`config.mk`:
```
export PLATFORM = sky130hd
export DESIGN_NAME = cam_cmd_ctrl
export DESIGN_NICKNAME = d
export VERILOG_FILES = /design/src/rtl/cam_cmd_ctrl.sv
export SDC_FILE = /design/constraint.sdc
export NUM_CORES = 1
export LEC_CHECK = 0
export CORE_MARGIN = 5
export CORE_UTILIZATION = 56
export CTS_BUF_LIST = sky130_fd_sc_hd__clkbuf_2 sky130_fd_sc_hd__clkbuf_4 sky130_fd_sc_hd__clkbuf_8
export DETAILED_ROUTE_END_ITERATION = 8
export PLACE_DENSITY_LB_ADDON = 0.08
export SETUP_SLACK_MARGIN = 0.02
export SYNTH_ARGS = -nofsm -noshare
export SYNTH_HDL_FRONTEND = slang
export SYNTH_SLANG_ARGS = --single-unit
```
`constraint.sdc`:
```
create_clock -name i_clk -period 3.3 [get_ports i_clk]
set_input_delay 0.33 -clock i_clk [delete_from_list [all_inputs] [get_ports i_clk]]
set_output_delay 0.33 -clock i_clk [all_outputs]
set_load 0.005 [all_outputs]
```
`src/rtl/cam_cmd_ctrl.sv`:
```
// UART command controller for the OV7670 FIFO block: decodes single-byte
// commands, sequences captures and streams a fixed-length frame over UART,
// optionally followed by a 16-bit additive checksum trailer.
module cam_cmd_ctrl #(
    parameter int unsigned FRAME_BYTES = 153600,
    parameter int unsigned CNT_W       = 18,
    parameter int unsigned TX_GAP      = 3,
    parameter int unsigned RD_TIMEOUT  = 255,
    parameter int unsigned TO_W        = 8
) (
    input  logic             i_clk,
    input  logic             i_rstn,
    input  logic             i_rx_done,
    input  logic [7:0]       i_rx_data,
    input  logic             i_tx_busy,
    output logic [7:0]       o_tx_data,
    output logic             o_tx_en,
    input  logic             i_fifo_busy,
    output logic             o_capture_start,
    output logic             o_read_start,
    input  logic             i_fifo_rrst_done,
    output logic             o_fifo_rd_byte_str,
    input  logic             i_data_ready,
    input  logic [7:0]       i_data_from_fifo,
    output logic             o_busy,
    output logic             o_frame_valid,
    output logic             o_err,
    output logic [CNT_W-1:0] o_byte_count
);

    typedef enum logic [3:0] {
        StIdle, StDecode, StCapReq, StCapHi, StCapLo, StRdReq, StRdRrst,
        StReq, StWaitData, StTx, StGap, StCsumHi, StCsumLo
    } state_e;

    state_e            state_q, state_d, ret_q, ret_d;
    logic [7:0]        cmd_q, cmd_d;
    logic [7:0]        tx_data_q, tx_data_d;
    logic [7:0]        gap_q, gap_d;
    logic [TO_W-1:0]   to_q, to_d;
    logic [CNT_W-1:0]  byte_cnt_q, byte_cnt_d;
    logic [15:0]       csum_q, csum_d;
    logic              csum_mode_q, csum_mode_d;
    logic              frame_valid_q, frame_valid_d;
    logic              err_q, err_d;
    logic              cap_start_q, cap_start_d;
    logic              rd_start_q, rd_start_d;

    logic              frame_done;
    logic              send_en;
    logic [7:0]        send_byte;
    state_e            send_ret;

    assign frame_done = (byte_cnt_q == CNT_W'(FRAME_BYTES));

    // Next-state logic; any state that transmits routes through TX/GAP via send_*.
    always_comb begin
        state_d       = state_q;
        ret_d         = ret_q;
        cmd_d         = cmd_q;
        tx_data_d     = tx_data_q;
        gap_d         = gap_q;
        to_d          = to_q;
        byte_cnt_d    = byte_cnt_q;
        csum_d        = csum_q;
        csum_mode_d   = csum_mode_q;
        frame_valid_d = frame_valid_q;
        err_d         = err_q;
        cap_start_d   = 1'b0;
        rd_start_d    = 1'b0;
        send_en       = 1'b0;
        send_byte     = 8'h00;
        send_ret      = StIdle;

        case (state_q)
            StIdle: begin
                if (i_rx_done) begin
                    cmd_d   = i_rx_data;
                    state_d = StDecode;
                end
            end
            StDecode: begin
                case (cmd_q)
                    8'h31: state_d = StCapReq;
                    8'h32, 8'h33: begin
                        if (frame_valid_q) begin
                            csum_mode_d = (cmd_q == 8'h33);
                            byte_cnt_d  = '0;
                            csum_d      = '0;
                            state_d     = StRdReq;
                        end else begin
                            send_en   = 1'b1;
                            send_byte = 8'h4E;
                        end
                    end
                    8'h34: begin
                        send_en   = 1'b1;
                        send_byte = {4'h5, 1'b0, err_q, frame_valid_q, i_fifo_busy};
                    end
                    default: begin
                        send_en   = 1'b1;
                        send_byte = 8'h3F;
                    end
                endcase
            end
            StCapReq: begin
                if (!i_fifo_busy) begin
                    cap_start_d = 1'b1;
                    state_d     = StCapHi;
                end
            end
            StCapHi: begin
                if (i_fifo_busy) state_d = StCapLo;
            end
            StCapLo: begin
                if (!i_fifo_busy) begin
                    frame_valid_d = 1'b1;
                    err_d         = 1'b0;
                    send_en       = 1'b1;
                    send_byte     = 8'h31;
                end
            end
            StRdReq: begin
                if (!i_fifo_busy) begin
                    rd_start_d = 1'b1;
                    state_d    = StRdRrst;
                end
            end
            StRdRrst: begin
                if (i_fifo_rrst_done) state_d = StReq;
            end
            StReq: begin
                if (frame_done) begin
                    state_d = csum_mode_q ? StCsumHi : StIdle;
                end else begin
                    to_d    = '0;
                    state_d = StWaitData;
                end
            end
            StWaitData: begin
                // Data arriving on the timeout cycle is still accepted.
                if (i_data_ready) begin
                    csum_d     = csum_q + {8'h00, i_data_from_fifo};
                    byte_cnt_d = byte_cnt_q + 1'b1;
                    send_en    = 1'b1;
                    send_byte  = i_data_from_fifo;
                    send_ret   = StReq;
                end else if (to_q == TO_W'(RD_TIMEOUT)) begin
                    err_d     = 1'b1;
                    send_en   = 1'b1;
                    send_byte = 8'h45;
                end else begin
                    to_d = to_q + 1'b1;
                end
            end
            StTx: begin
                gap_d   = '0;
                state_d = StGap;
            end
            StGap: begin
                if (i_tx_busy) begin
                    gap_d = '0;
                end else if (gap_q == 8'(TX_GAP - 1)) begin
                    state_d = ret_q;
                end else begin
                    gap_d = gap_q + 1'b1;
                end
            end
            StCsumHi: begin
                send_en   = 1'b1;
                send_byte = csum_q[15:8];
                send_ret  = StCsumLo;
            end
            StCsumLo: begin
                send_en   = 1'b1;
                send_byte = csum_q[7:0];
            end
            default: state_d = StIdle;
        endcase

        if (send_en) begin
            tx_data_d = send_byte;
            ret_d     = send_ret;
            state_d   = StTx;
        end
    end

    // State and datapath registers with synchronous active-low reset.
    always_ff @(posedge i_clk) begin
        if (!i_rstn) begin
            state_q       <= StIdle;
            ret_q         <= StIdle;
            cmd_q         <= '0;
            tx_data_q     <= '0;
            gap_q         <= '0;
            to_q          <= '0;
            byte_cnt_q    <= '0;
            csum_q        <= '0;
            csum_mode_q   <= 1'b0;
            frame_valid_q <= 1'b0;
            err_q         <= 1'b0;
            cap_start_q   <= 1'b0;
            rd_start_q    <= 1'b0;
        end else begin
            state_q       <= state_d;
            ret_q         <= ret_d;
            cmd_q         <= cmd_d;
            tx_data_q     <= tx_data_d;
            gap_q         <= gap_d;
            to_q          <= to_d;
            byte_cnt_q    <= byte_cnt_d;
            csum_q        <= csum_d;
            csum_mode_q   <= csum_mode_d;
            frame_valid_q <= frame_valid_d;
            err_q         <= err_d;
            cap_start_q   <= cap_start_d;
            rd_start_q    <= rd_start_d;
        end
    end

    // Outputs are decoded from registered state only.
    always_comb begin
        o_tx_data          = tx_data_q;
        o_tx_en            = (state_q == StTx);
        o_capture_start    = cap_start_q;
        o_read_start       = rd_start_q;
        o_fifo_rd_byte_str = (state_q == StReq) && !frame_done;
        o_busy             = (state_q != StIdle);
        o_frame_valid      = frame_valid_q;
        o_err              = err_q;
        o_byte_count       = byte_cnt_q;
    end

endmodule

```
; Word level (Yosys, flattened, before mapping)
; Cells that the tools add are included.
[word_totals]
register_bits = 79
inputBits = 23
output_inout_bits = 33
elab_cells = 137
[classes]
add_sub_neg = 4
n_eq_ne = 47
n_mux = 46
bitwise = 3
reduce_logical = 23
[op_table]
columns = operator, n
row1 = $mux 18, 3
row2 = $mux 16, 3
row3 = $mux 8, 6
row4 = $mux 4, 11
row5 = $pmux 4 s10, 1
row6 = $pmux 8 s5, 1
row7 = $pmux 18 s2, 1
row8 = $eq 8x6->1 const B, 4
row9 = $pmux 16 s2, 1
row10 = $pmux 8 s2, 2
row11 = $ne 2x2->1 const B, 15
row12 = $ne 3x3->1 const B, 9
row13 = $pmux 7 s3, 1
row14 = $eq 4x4->1 const B, 5
row15 = $reduce_and 10->1, 2
row16 = $add 18x1->18 const B, 1
row17 = $eq 18x18->1 const B, 1
row18 = $add 16x8->16, 1
row19 = $add 8x1->8 const B, 2
row20 = $eq 4x3->1 const B, 4
row21 = $pmux 4 s2, 2
row22 = $mux 7, 2
row23 = $reduce_and 4->1, 3
row24 = $reduce_and 2->1, 5
row25 = 22 further kinds, 37

; Longest topological paths before layout
; Gate-level depths: netlist of the first run.
[logic_depth]
word_depth = 6
depth_mapped = 9
mapped_depth_nobuf = 8

; Worst setup path after synthesis of the first run
; OpenSTA, ideal clock, no wires.
[synth_timing]
path_type = reg2reg
start = register state_q[2]
end = register byte_cnt_q[5] (netlist: o_byte_count[5])
setup_ns = 0.115
arrival_ns = 2.060
t_required_ns = 3.185
path_slack_ns = 1.125
stages_incl_launch_ff = 8
n_path_buf = 3
period_less_slack_ns = 2.175
cell_sequence = dfxtp_1 or4b_1 buf_2 or4_1 o21ai_2 buf_4 buf_4 nor2_1
[synth_via]
elab_chain_cells = 3
word_cells_on_any_way = 8
classes_between = eq/ne: 5 / mux: 1 / reduce/logical: 2
[synth_rtl]
columns = element, line_no
row1 = from (decl), 36  ; state_e state_q, state_d, ret_q, ret_d;
row2 = from (signal assigned), 191  ; state_q <= StIdle;
row3 = from (signal assigned), 205  ; state_q <= state_d;
row4 = $eq 4x1->1 or $eq 4x4->1 (tied branches), 75  ; case (state_q)
row5 = $ne 2x2->1 (no line) or $reduce_bool 2->1 (tied branches), --
row6 = $reduce_and 4->1 (no line), --
row7 = to (signal assigned), 211  ; byte_cnt_q <= byte_cnt_d;
row8 = to (decl), 41  ; logic [CNT_W-1:0] byte_cnt_q, byte_cnt_d;
; Several ways; a longest one is shown, not always the timed one.
; A chain may end at the register's enable or synchronous reset.

; Final worst setup path of the first run
[layout_timing]
start = register byte_cnt_q[0] (netlist: o_byte_count[0])
end = output port o_fifo_rd_byte_str
[layout_via]
elab_chain_cells = 3
[layout_rtl]
columns = element, line_no
row1 = $eq 18x18->1, 54  ; assign frame_done = (byte_cnt_q == CNT_W'(FRAME_BYTES));
row2 = $logic_not 1->1, 227  ; o_fifo_rd_byte_str = (state_q == StReq) && !frame_done;
row3 = $logic_and 1x1->1, 227
row4 = to (decl), 22  ; output logic o_fifo_rd_byte_str,
; Every way passes these cells.

==> results of run 1 <==
logic make-up (layout without fill, tap and decap cells):
family / count (synthesis) / count (layout) / share of synthesized area [%]
AND/OR/NAND/NOR: 207 / 207 / 25.4
AO/OA/AOI/OAI: 151 / 151 / 23.6
flip-flops: 78 / 78 / 35.0
buffers and inverters: 47 / 101 / 4.31
XOR/XNOR: 22 / 22 / 4.32
multiplexers: 15 / 15 / 3.36
adder cells (fa/ha/maj): 14 / 14 / 4.09
per-layer routing:
metal | vias to the layer above | wire (um) | global-route usage [%]
li1 | 2149 | - | -
met1 | 2142 | 5460 | 33.5
met2 | 190 | 5710 | 38.7
met3 | 19 | 917 | 4.14
met4 | 0 | 168 | 6.41
met5 | - | 0 | 0
layout make-up:
type                            instances  share of cell area [%]
Clock inverter                          4                    1.45
Clock buffer                           12                    2.85
Timing Repair Buffer                   70                    12.4
Inverter                               15                    1.05
Multi-Input combinational cell        409                    50.7
Sequential cell                        78                    29.2
Tap cell                              102                    2.39
state kept, by name, indices dropped and copies added (netlist names):
| name | cells |
|---|---|
| o_capture_start | 1 |
| csum_q | 16 |
| state_q | 4 |
| csum_mode_q | 1 |
| ret_q | 3 |
| o_err | 1 |
| o_frame_valid | 1 |
| o_read_start | 1 |
| o_byte_count | 18 |
| cmd_q | 8 |
| gap_q | 8 |
| o_tx_data | 8 |
| to_q | 8 |
synth_stat cells, types with 2 or more instances:
library cell  count
nand4_1           8
a41oi_1           3
a21oi_1          34
a311oi_1          3
and3_1            5
o211a_1           2
o211ai_1         13
xnor2_1           8
ha_1             13
nand3_1          34
or3_1            14
a31oi_1           6
a22oi_1           8
xor2_1           14
o21ai_1           2
nor4bb_1          3
nand2b_1          8
nor3_1           12
a222oi_1          6
a2111oi_0         6
o21a_1            2
clkbuf_1         23
buf_4             2
inv_1            15
or4b_1            2
or4bb_1           2
buf_2             7
o31ai_1           8
nor4b_1           5
mux2i_1          15
o2111ai_1         8
a221o_1           3
dfxtp_1          78
and4b_1           3
nand3b_1          2
nor4_1            7
or4_1            10
nand2_1          27
o21ai_0          20
a211oi_1          7
nor2b_1           3
o21ai_2           2
nor2_1           55
a21o_1            9
where the power goes:
part | total [mW] | internal [mW] | switching (mW)
registers | 1.12 | 1.04 | 0.0780
clock network | 0.842 | 0.470 | 0.372
logic | 1.16 | 0.479 | 0.683
through the flow:
step / hold WS, ns / power [mW] / cell area (um2)
finish: 0.488 / 3.12 / 5350
global route: 0.511 / 3.29 / 5350
CTS: 0.478 / 3.11 / 5350
detailed placement: 0.463 / 2.27 / 5120
global placement: 0.465 / 2.24 / 5120
floorplan: 0.448 / 1.91 / 4470
final timing paths:
| path | startpoint | endpoint | slack, ns | cells after the start |
|---|---|---|---|---|
| hold / removal | o_tx_data[0]$_SDFFE_PN0P_ | o_tx_data[0]$_SDFFE_PN0P_ | 0.49 | 2 |
| setup / recovery | o_byte_count[0]$_SDFFE_PN0P_ | o_fifo_rd_byte_str | 0.45 | 8 |
| hold reg to reg | o_tx_data[0]$_SDFFE_PN0P_ | o_tx_data[0]$_SDFFE_PN0P_ | 0.49 | 2 |
| setup reg to reg | state_q[3]$_SDFFE_PN0P_ | state_q[0]$_SDFFE_PN0P_ | 0.54 | 5 |
tightest hold or removal path, stage by stage, from the launching register on:
cell and delay [ns]:
dfxtp_1 0.32, nand3_1 0.07, a21oi_1 0.06
==> reports/qor.csv, run 1 <==
stage;metric;value;unit
floorplanning;core_area;0.00777;mm2
worst_setup_path;cp_top_family;buffers and inverters;
cells_and_area;finish.net_count;620;
worst_setup_path;worst-path-buf-inv;4;
placed_design;hpwl;8750;um
clock_network;cts_tree;yes;
floorplanning;dieHeight;99.3;um
synthesis;async_flop_share;0;%
route;viasPerCell;6.52;
cells_and_area;antennaDiodeCount;0;
placed_design;io_buffers;55;
timing;setup_tns;0;ns
synthesis;synth.avg_cell_area;8.36;um2
placed_design;dp.cells;674;
global_routing;grt_max_degree;29;
clock_network;clkLatencyLatePin;0.35;ns
cells_and_area;drive_gt1_share;6.46;%
cells_and_area;layout_common_cells;78 x dfxtp_1, 55 x nor2_1, 55 x clkdlybuf4s50_1;
cells_and_area;layout_commonest_cell;dfxtp_1;
synthesis;synth-edff-count;0;
cells_and_area;register_area;0.00156;mm2
worst_setup_path;worstPathMaxFanout;12;
global_routing;grt_pass1_wl;19500;um
timing;maxSlewHeadroom;22.1;%
synthesis;yosys.cell_types.count;61;
synthesis;synthesis.area;0.00447;mm2
timing;maxSlewViolCount;0;
floorplanning;rows;32;
timing;tightest_slew;1.16;ns
clock_network;clkSlewWorstSetupHoldPaths;0.09;ns
synthesis;synth_warnings;0;
floorplanning;io_pins;56;
floorplanning;dieArea;0.00986;mm2
clock_network;postCtsHoldBufs;0;
cells_and_area;multi_input_area;0.00271;mm2
timing;fin_crit_sh;86.4;%
route;drc;0;
route;drtAntennaViolNets;0;
placed_design;routabilityCongestion;0.871;
worst_setup_path;crit_slowest_cell;clkdlybuf4s50_1;
clock_network;cts_resized;0;
pwr;p_per_area;583;mW/mm2
hold_path;hold_path_class;reg -> reg;
timing;rsz0062_at_grt;no;
status;status;finished, final reports clean;
worst_setup_path;critical_path.max_stage_delay;0.56;ns
worst_setup_path;critPathArrivalTime;2.52;ns
synthesis;netlist.area_leader.share;35.0;%
synthesis;ys.flop_type;dfxtp_1;
clock_network;cts_max_level;3;
timing;worst_clock_skew;0.00813;ns
worst_setup_path;crit_required;2.97;ns
route;wl_per_cell;17.8;um
synthesis;ys_seq_elements;78;
placed_design;dp_worst_setup_slack;0.623;ns
worst_setup_path;crit_path_cell_trace;inv_1 -> ha_1 -> nor4bb_1 -> nand4_1 -> o21ai_0 -> buf_4 -> inv_1 -> clkdlybuf4s50_1;
synthesis;netlist_instances;534;
cells_and_area;syn_to_final_growth;19.8;%
timing;setup_violations;0;
pwr;p_leak;1.91;nW
timing;fin_crit;2.85;ns
route;drtPass1Iterations;5;
cells_and_area;fin_util;68.9;%
cells_and_area;fillerInstances;660;
global_routing;grt_pass1_vias;3885;
pwr;vdd_drop_max;344;uV
route;drt_iter0_drc;422;
timing;finalHoldViolCount;0;
synthesis;synthTopCellsByArea;dfxtp_1 35%, nor2_1 4.6%, a21oi_1 3.8%, nand3_1 3.8%, ha_1 3.6%;
clock_network;cts_root_buf;clkbuf_8;
timing;fmax;0.351;GHz
route;vias;4500;
synthesis;synth-seq-area-share;35.0;%
global_routing;grt_antenna_before_repair;0;
clock_network;cts_buffer_depth;2;
floorplanning;start_util;57.5;%
synthesis;yosysTopAreaCell;dfxtp_1;
clock_network;cts.sinks;78;
clock_network;numCtsBuffers;9;
worst_setup_path;crit_top_cell;inv_1;
worst_setup_path;critPathLaunchType;flop;
clock_network;cts_setup_buffers;0;
cells_and_area;final_cells;690;
worst_setup_path;crit_type;reg -> out;
global_routing;grtUsageTotal;24.1;%
global_routing;grt-ovfl-total;0;
route;routed_wl;12300;um
timing;fin_ws;0.448;ns
floorplanning;die_w;99.3;um
synthesis;synth_fp_nets;571;
worst_setup_path;end_kind;output pin;
job;max_cap_viol_count;0;
Power figures use the tool's default switching activity.
==> run 2: changes to the inputs <==
--- a/config.mk
+++ b/config.mk
@@ -9,6 +9,7 @@
 export CORE_UTILIZATION = 56
 export CTS_BUF_LIST = sky130_fd_sc_hd__clkbuf_2 sky130_fd_sc_hd__clkbuf_4 sky130_fd_sc_hd__clkbuf_8
 export DETAILED_ROUTE_END_ITERATION = 8
+export HOLD_SLACK_MARGIN = 0.12
 export PLACE_DENSITY_LB_ADDON = 0.08
 export SETUP_SLACK_MARGIN = 0.02
 export SYNTH_ARGS = -nofsm -noshare
==> results of run 2 <==
The final DEF is identical to that of run 1; final timing and power are the same.
==> run 3: changes to the inputs <==
--- a/config.mk
+++ b/config.mk
@@ -5,7 +5,7 @@
 export SDC_FILE = /design/constraint.sdc
 export NUM_CORES = 1
 export LEC_CHECK = 0
-export CORE_MARGIN = 5
+export ABC_AREA = 0
 export CORE_UTILIZATION = 56
 export CTS_BUF_LIST = sky130_fd_sc_hd__clkbuf_2 sky130_fd_sc_hd__clkbuf_4 sky130_fd_sc_hd__clkbuf_8
 export DETAILED_ROUTE_END_ITERATION = 8
==> reports/qor.csv, run 3 (synthesis results as in run 1) <==
stage;metric;value;unit;change
clock_network;postCtsHoldBufs;0;;unchanged
cells_and_area;drive_gt1_share;6.14;%;-0.32 points
clock_network;cts_buffer_depth;2;;unchanged
floorplanning;core_area;0.00773;mm2;-0.52%
worst_setup_path;critPathArrivalTime;2.58;ns;+0.06 ns
pwr;p_per_area;582;mW/mm2;-0.25%
timing;rsz0062_at_grt;no;;
worst_setup_path;critical_path.max_stage_delay;0.50;ns;-0.06 ns
worst_setup_path;end_kind;output pin;;
cells_and_area;fin_util;69.0;%;+0.15 points
placed_design;routabilityCongestion;0.917;;+5.3%
floorplanning;start_util;57.8;%;+0.30 points
cells_and_area;largest_reg_flops;18;;unchanged
timing;fin_crit;2.91;ns;+0.0606 ns
pwr;total_power;3.10;mW;-0.55%
status;status;finished, final reports clean;;
clock_network;cts_max_level;3;;unchanged
worst_setup_path;critPathLaunchType;flop;;
cells_and_area;layout_common_cells;78 x dfxtp_1, 55 x nor2_1, 55 x clkdlybuf4s50_1;;
clock_network;cts_tree;yes;;
worst_setup_path;crit_slowest_cell;clkdlybuf4s50_1;;
worst_setup_path;worst-path-buf-inv;4;;unchanged
timing;fin_crit_sh;88.3;%;+1.8 points
floorplanning;dieHeight;91.3;um;-8.1%
floorplanning;rows;32;;unchanged
global_routing;grt_max_degree;31;;+6.9%
timing;setup_tns;0;ns;unchanged
floorplanning;io_pins;56;;unchanged
route;wl_per_cell;17.2;um;-3.4%
placed_design;io_buffers;55;;unchanged
floorplanning;dieArea;0.00834;mm2;-15%
timing;maxSlewHeadroom;21.4;%;-0.68 points
placed_design;placed_cell_area;0.00510;mm2;-0.29%
timing;tightest_slew;1.18;ns;+0.0101 ns
route;drt_iter0_drc;421;;-0.24%
worst_setup_path;crit_top_cell;inv_1;;
clock_network;numCtsBuffers;9;;unchanged
job;max_cap_viol_count;0;;unchanged
worst_setup_path;worstPathMaxFanout;12;;unchanged
global_routing;grt_antenna_before_repair;0;;unchanged
global_routing;grt-ovfl-total;0;;unchanged
clock_network;clkSlewWorstSetupHoldPaths;0.08;ns;about the same
clock_network;cts_resized;0;;unchanged
pwr;vdd_drop_max;325;uV;-5.5%
clock_network;cts_setup_buffers;0;;unchanged
cells_and_area;design_area;0.00533;mm2;-0.30%
timing;finalHoldViolCount;0;;unchanged
worst_setup_path;cp_top_family;buffers and inverters;;
route;viasPerCell;6.43;;-1.4%
timing;fmax;0.343;GHz;-2.1%
cells_and_area;finish.net_count;618;;-0.32%
timing;maxSlewViolCount;0;;unchanged
route;drtPass1Iterations;5;;unchanged
placed_design;hpwl;8520;um;-2.6%
worst_setup_path;crit_required;2.97;ns;about the same
global_routing;grt_pass1_vias;3998;;+2.9%
cells_and_area;layout_commonest_cell;dfxtp_1;;
global_routing;grt_pass1_wl;19300;um;-1.2%
worst_setup_path;crit_path_cell_trace;inv_1 -> ha_1 -> nor4bb_1 -> nand4_1 -> o21ai_0 -> buf_4 -> inv_1 -> clkdlybuf4s50_1;;
timing;setup_violations;0;;unchanged
cells_and_area;syn_to_final_growth;19.4;%;
clock_network;cts.sinks;78;;unchanged
cells_and_area;antennaDiodeCount;0;;unchanged
floorplanning;die_w;91.3;um;-8.1%
route;drc;0;;unchanged
hold_path;hold_path_class;reg -> reg;;
worst_setup_path;crit_type;reg -> out;;
route;vias;4425;;-1.7%
global_routing;grtUsageTotal;28.8;%;+4.7 points
timing;worst_clock_skew;0.0113;ns;+0.00321 ns
clock_network;cts_root_buf;clkbuf_8;;
route;drtAntennaViolNets;0;;unchanged
clock_network;clkLatencyLatePin;0.36;ns;about the same
pwr;p_leak;1.89;nW;-0.85%
route;routed_wl;11800;um;-3.7%
run 3: cell count changes in the layout (fill, tap and decap cells not counted), sizes merged:
cell      change
inv           +1
clkinvlp      +1
clkinv        +1
clkbuf        -3
buf           -2
run 3: path summary, 6_finish.rpt:
kind,cells after the start,end,slack [ns],from
hold reg to reg,2,ret_q[1]$_SDFFE_PN0P_,0.48,ret_q[1]$_SDFFE_PN0P_
hold / removal,2,ret_q[1]$_SDFFE_PN0P_,0.48,ret_q[1]$_SDFFE_PN0P_
setup reg to reg,6,state_q[3]$_SDFFE_PN0P_,0.57,state_q[0]$_SDFFE_PN0P_
setup / recovery,8,o_fifo_rd_byte_str,0.39,o_byte_count[0]$_SDFFE_PN0P_
run 3: layout make-up:
class / instances / area (um2)
clock buffers: 9 / 124
inverters: 15 / 56.3
clock inverters: 7 / 105
repair buffers: 68 / 648
fillers: 627 / 2390
well taps: 102 / 128
multi-input cells: 409 / 2710
flip-flops and latches: 78 / 1560
run 3: layer usage:
layer / up-vias / global-route usage (%) / part of all wire (%)
met5: - / 0 / 0
met4: 0 / 11.5 / 1.8
met3: 19 / 3.10 / 5.3
met2: 164 / 46.9 / 47
met1: 2109 / 38.9 / 46
li1: 2133 / - / -
run 3: power by group:
| group | switching, mW | internal [mW] |
|---|---|---|
| Combinational | 0.679 | 0.475 |
| Sequential | 0.0859 | 1.04 |
| Clock | 0.387 | 0.438 |
run 3: worst min-delay path: stages, from the launching register on:
cell	delay [ns]
dfxtp_1	0.32
nand3_1	0.06
a21oi_1	0.06
run 3: through the flow:
step	worst slack (ns)	hold WS (ns)	std cells
CTS	0.445	0.482	688
finish	0.388	0.478	688
global placement	0.714	0.464	672
detailed placement	0.639	0.470	672
global route	0.239	0.507	688
floorplan	1.12	0.448	534
